$ cat src/rtl/clk_period_meter.sv
// clk_period_meter: Avalon-MM slave that synchronises an external clock/strobe
// pin, measures the period between rising edges in system-clock cycles, counts
// edges, detects loss of signal with a programmable timeout and raises an irq.
module clk_period_meter #(
  parameter int unsigned CNT_W       = 32,
  parameter int unsigned TIMEOUT_RST = 0
) (
  input  logic        clk,
  input  logic        reset_n,
  input  logic [2:0]  address,
  input  logic        chipselect,
  input  logic        write_n,
  input  logic [31:0] writedata,
  input  logic        in_port,
  output logic [31:0] readdata,
  output logic        irq
);

  localparam logic [CNT_W-1:0] CNT_MAX   = '1;
  localparam logic [CNT_W-1:0] LIMIT_RST = CNT_W'(TIMEOUT_RST);
  localparam logic [CNT_W-1:0] CNT_ONE   = CNT_W'(1);

  typedef enum logic [1:0] {IDLE, ARM, MEASURE} state_t;

  state_t           state_q, state_d;
  logic             s1_q, s2_q, s3_q;
  logic             rise;
  logic             enable_q, enable_d;
  logic             irq_en_q, irq_en_d;
  logic             capture_q, capture_d;
  logic             timeout_q, timeout_d;
  logic [CNT_W-1:0] cnt_q, cnt_d;
  logic [CNT_W-1:0] period_q, period_d;
  logic [CNT_W-1:0] edge_cnt_q, edge_cnt_d;
  logic [CNT_W-1:0] limit_q, limit_d;
  logic [31:0]      readdata_q, readdata_d;
  logic             irq_q, irq_d;
  logic             cap_set, to_set, edge_inc;
  logic             wr_en;
  logic             unused_wdata;

  assign rise         = s2_q & ~s3_q;
  assign wr_en        = chipselect & ~write_n;
  assign readdata     = readdata_q;
  assign irq          = irq_q;
  // Upper write-data bits are meaningless when CNT_W < 32.
  assign unused_wdata = ^writedata;

  // Two-flop synchroniser plus history flop for edge detection.
  always_ff @(posedge clk or negedge reset_n) begin
    if (!reset_n) begin
      s1_q <= 1'b0;
      s2_q <= 1'b0;
      s3_q <= 1'b0;
    end else begin
      s1_q <= in_port;
      s2_q <= s1_q;
      s3_q <= s2_q;
    end
  end

  // Measurement FSM: arm on first edge, then time edge-to-edge intervals.
  always_comb begin
    state_d  = state_q;
    cnt_d    = cnt_q;
    period_d = period_q;
    cap_set  = 1'b0;
    to_set   = 1'b0;
    edge_inc = 1'b0;
    if (!enable_q) begin
      state_d = IDLE;
      cnt_d   = '0;
    end else begin
      unique case (state_q)
        IDLE: begin
          cnt_d   = '0;
          state_d = ARM;
        end
        ARM: begin
          cnt_d = '0;
          if (rise) begin
            cnt_d    = CNT_ONE;
            edge_inc = 1'b1;
            state_d  = MEASURE;
          end
        end
        MEASURE: begin
          if (rise) begin
            // A rise in the same cycle as the limit is a valid edge, not a loss.
            period_d = cnt_q;
            cnt_d    = CNT_ONE;
            cap_set  = 1'b1;
            edge_inc = 1'b1;
          end else if ((limit_q != '0) && (cnt_q == limit_q)) begin
            to_set  = 1'b1;
            cnt_d   = '0;
            state_d = ARM;
          end else if (cnt_q != CNT_MAX) begin
            cnt_d = cnt_q + CNT_ONE;
          end
        end
        default: begin
          state_d = IDLE;
          cnt_d   = '0;
        end
      endcase
    end
  end

  // Register file next-state, status set/clear priority and read mux.
  always_comb begin
    enable_d   = enable_q;
    irq_en_d   = irq_en_q;
    limit_d    = limit_q;
    edge_cnt_d = edge_cnt_q;
    if (edge_inc) edge_cnt_d = edge_cnt_q + CNT_ONE;
    // Hardware set wins over a coincident write-1-to-clear.
    capture_d  = cap_set | (capture_q & ~(wr_en && (address == 3'd2) && writedata[0]));
    timeout_d  = to_set  | (timeout_q & ~(wr_en && (address == 3'd2) && writedata[1]));
    if (wr_en) begin
      unique case (address)
        3'd1: begin
          enable_d = writedata[0];
          irq_en_d = writedata[1];
        end
        // Clear wins over a coincident edge: that edge is not counted.
        3'd4:    edge_cnt_d = '0;
        3'd5:    limit_d    = writedata[CNT_W-1:0];
        default: ;
      endcase
    end
    irq_d = irq_en_q & (capture_q | timeout_q);
    unique case (address)
      3'd0:    readdata_d = 32'(s2_q);
      3'd1:    readdata_d = {30'd0, irq_en_q, enable_q};
      3'd2:    readdata_d = {30'd0, timeout_q, capture_q};
      3'd3:    readdata_d = 32'(period_q);
      3'd4:    readdata_d = 32'(edge_cnt_q);
      3'd5:    readdata_d = 32'(limit_q);
      default: readdata_d = 32'd0;
    endcase
  end

  // State and register update.
  always_ff @(posedge clk or negedge reset_n) begin
    if (!reset_n) begin
      state_q    <= IDLE;
      cnt_q      <= '0;
      period_q   <= '0;
      edge_cnt_q <= '0;
      limit_q    <= LIMIT_RST;
      enable_q   <= 1'b0;
      irq_en_q   <= 1'b0;
      capture_q  <= 1'b0;
      timeout_q  <= 1'b0;
      readdata_q <= 32'd0;
      irq_q      <= 1'b0;
    end else begin
      state_q    <= state_d;
      cnt_q      <= cnt_d;
      period_q   <= period_d;
      edge_cnt_q <= edge_cnt_d;
      limit_q    <= limit_d;
      enable_q   <= enable_d;
      irq_en_q   <= irq_en_d;
      capture_q  <= capture_d;
      timeout_q  <= timeout_d;
      readdata_q <= readdata_d;
      irq_q      <= irq_d;
    end
  end

endmodule

$ cat config.mk
export PLATFORM = sky130hd
export DESIGN_NAME = clk_period_meter
export DESIGN_NICKNAME = d
export VERILOG_FILES = /design/src/rtl/clk_period_meter.sv
export SDC_FILE = /design/constraint.sdc
export NUM_CORES = 1
export LEC_CHECK = 0
export ABC_AREA = 1
export CORE_UTILIZATION = 50
export DETAILED_ROUTE_END_ITERATION = 16
export MAX_ROUTING_LAYER = met4
export PLACE_DENSITY_LB_ADDON = 0.25
export SKIP_LAST_GASP = 1
export SLEW_MARGIN = 20
export SYNTH_ARGS = -nofsm -noshare
export SYNTH_HDL_FRONTEND = slang
export SYNTH_SLANG_ARGS = --single-unit
$ cat constraint.sdc
create_clock -name clk -period 4.8 [get_ports clk]
set_input_delay 1.44 -clock clk [delete_from_list [all_inputs] [get_ports clk]]
set_output_delay 1.44 -clock clk [all_outputs]
set_load 0.03 [all_outputs]
==> flow_summary.yaml <==
synthesis:
  syn_nets: 1214
  synthTopCellsByArea: "dfrtp_1 (47%), nand2_1 (13%), inv_1 (5.6%), nor2_1 (5.6%), o21ai_0 (4.7%)"
  synth.most_common_cell: "nand2_1"
  ys_seq_area_frac: 0.467
  synth-edff-count: 0
  async_reset_ff_frac: 1.00
  synth_top_area_frac: 0.467
  synth_common_cells: "nand2_1 (316), dfrtp_1 (170), inv_1 (137), nor2_1 (137), o21ai_0 (86)"
  synth_area_sq_um: 9120
  ys_ff_latch: 170
  syn_avg_cell_area_sq_um: 7.80
  synth_flop_cell: "dfrtp_1"
  yosysTopAreaCell: "dfrtp_1"
  syn_inst: 1169
  synth_cell_types: 45
  synth_warnings: 0
route:
  routed-wl-met2_microns: 12700
  drc_errors: 0
  via_per_inst: 5.60
  drt-met1-wl_microns: 11800
  met3WireLength_microns: 1920
  maxUsedRoutingLayer: "met4"
  dr.pass1.iters: 6
  wl_microns: 27100
  wl_per_cell_microns: 18.4
  ant_nets: 0
  drt_iter0_drc: 677
  vias: 8245
cts:
  cts_resized: 0
  clk_pin_slew_ns: 0.07
  cts_tree: "yes"
  clockRootBuffer: "clkbuf_16"
  cts_made_buffers: 17
  cts_hold_buf: 0
  htree_levels: 4
  cts_buffer_depth: 2
  cts_setup_buffers: 0
  clkSinkCount: 170
  clock_latency_ns: 0.44
worst_setup_path:
  required_ns: 5.08
  cp_data_arrival_time_ns: 3.41
  timing.reg2reg.setup_slack_ns: 1.95
  endpoint_kind: "register"
  worstSetupPathType: "primary input to register"
  worstPathMaxFanout: 64
  start_kind: "primary input"
  r2r_cells: 10
final_layout:
  synthToLayoutAreaGrowth_pct: 16.6
  drive_gt1_frac: 0.0707
  post-route-util: 0.594
  design_area_sq_um: 10600
  post_layout_nonfiller_instances: 1473
  nets: 1276
  antenna_cells: 0
power:
  power_density_nw_per_um2: 363
  p_int_mw: 2.62
  p_sw_frac: 0.320
  seq_power_share: 0.454
  p_leak_nw: 4.65
  clockPowerShare: 0.372
  power_switching_mw: 1.23
  pwr-share-comb: 0.174
  ir_drop_v: 0.000289
  totalPowerFinal_mw: 3.85
timing:
  setup_viol: 0
  rsz0062_at_grt: "no"
  slew_headroom: 0.320
  timing.final.crit_share: 0.651
  fmax_mhz: 320
  worstMarginPinSlew_ns: 1.02
  period_minus_slack_ns: 3.13
  tns_ns: 0
  skew_ns: 0.0108
  finalHoldViolations: 0
  slew_violations: 0
floorplan:
  rows: 49
  die_x_microns: 137
  design.portCount: 73
  start_util: 0.509
  dieArea_sq_um: 18800
  fp.dieH_microns: 137
  core_area_sq_um: 17900
outcome:
  outcome: "completed"
global_route:
  grt_usage: 0.317
  grt_max_degree: 89
  overflow: 0
  grt_pass1_wl_microns: 42700
  grt_pass1_vias: 7777
  antenna_found_initial: 0
worst_hold_path:
  min_path_type: "register to register"
  hold_path_depth: 0
job:
  max-cap-violations: 0
place:
  portBuffers: 72
  gp_congestion: 0.970
  hpwl_microns: 20800
  dp_cells: 1441
  post_dp_cell_area_sq_um: 10000
power groups by stage:
stage          Sequential [mW]  Clock, mW  Combinational, mW
3_3_place_gp              1.77          0              0.656
2_1_floorplan             1.76          0              0.374
6_report                  1.75       1.43              0.671
3_5_place_dp              1.77          0              0.666
5_1_grt                   1.77       1.50              0.749
4_1_cts                   1.75       1.45              0.668
registers in the layout (all words and copies together) (netlist names):
signal / cells
irq_en_q: 1
enable_q: 1
capture_q: 1
period_q: 32
cnt_q: 32
irq: 1
s2_q: 1
s3_q: 1
timeout_q: 1
s1_q: 1
edge_cnt_q: 32
limit_q: 32
state_q: 2
readdata: 32
cell usage in the layout, fill, tap and decap left out, types with 3 or more instances in the layout:
cell type	instances
nand2_1	316
dfrtp_1	170
inv_1	137
nor2_1	137
o21ai_0	86
clkdlybuf4s50_1	71
nand3_1	48
xor2_1	32
nand4_1	31
nor3_1	23
o221ai_1	21
a21oi_1	21
clkbuf_16	17
o211ai_1	13
xnor2_1	12
buf_4	10
a21oi_2	9
o31ai_1	8
nor4_1	7
nand2_2	7
inv_2	5
nor2_2	5
nor2_4	5
mux2_2	5
ha_1	5
inv_8	5
a41oi_1	4
nor3_2	3
inv_6	3
layout make-up:
| type | count | area [sq um] |
|---|---|---|
| multi-input cells | 817 | 4140 |
| clock inverters | 14 | 180 |
| repair buffers | 82 | 797 |
| flip-flops and latches | 170 | 4250 |
| inverters | 143 | 537 |
| clock buffers | 18 | 429 |
| well taps | 229 | 287 |
| fillers | 1621 | 7280 |
path summary, 6_finish.rpt:
check / startpoint / to
max in group asynchronous: reset_n / edge_cnt_q[19]
max: address[2] / limit_q[10]
max reg2reg: cnt_q[0] / cnt_q[12]
min: s1_q / s2_q
min reg2reg: s1_q / s2_q
min in group asynchronous: reset_n / readdata[4]
stage by stage:
step                      hold slack [ns]  setup slack [ns]
final                               0.374              1.67
after global routing                0.390              1.49
after CTS                           0.383              1.68
after detailed placement            0.362              1.24
after global placement              0.338              1.33
after floorplan                     0.331              2.29
cell families after synthesis:
group                    count (synthesis)  synth area share
buffers and inverters                  182            0.0802
AND/OR/NAND/NOR                        593             0.283
flip-flops                             170             0.467
XOR/XNOR                                44            0.0423
AO/OA/AOI/OAI                          170             0.115
multiplexers                             5           0.00618
adder cells (fa/ha/maj)                  5           0.00686
per-layer routing:
metal  vias to the layer above  track usage
li1                       3937            -
met5                         -            -
met4                         0        0.102
met1                      3910        0.420
met3                        52       0.0548
met2                       346        0.493
worst max-delay path, stage by stage:
cell and delay [ns]:
clkdlybuf4s50_1 0.55, inv_1 0.08, nor3_1 0.25, inv_1 0.07, buf_4 0.24, nor2_4 0.11
buf_4 0.46, o21ai_0 0.18
Power figures use the tool's default switching activity.
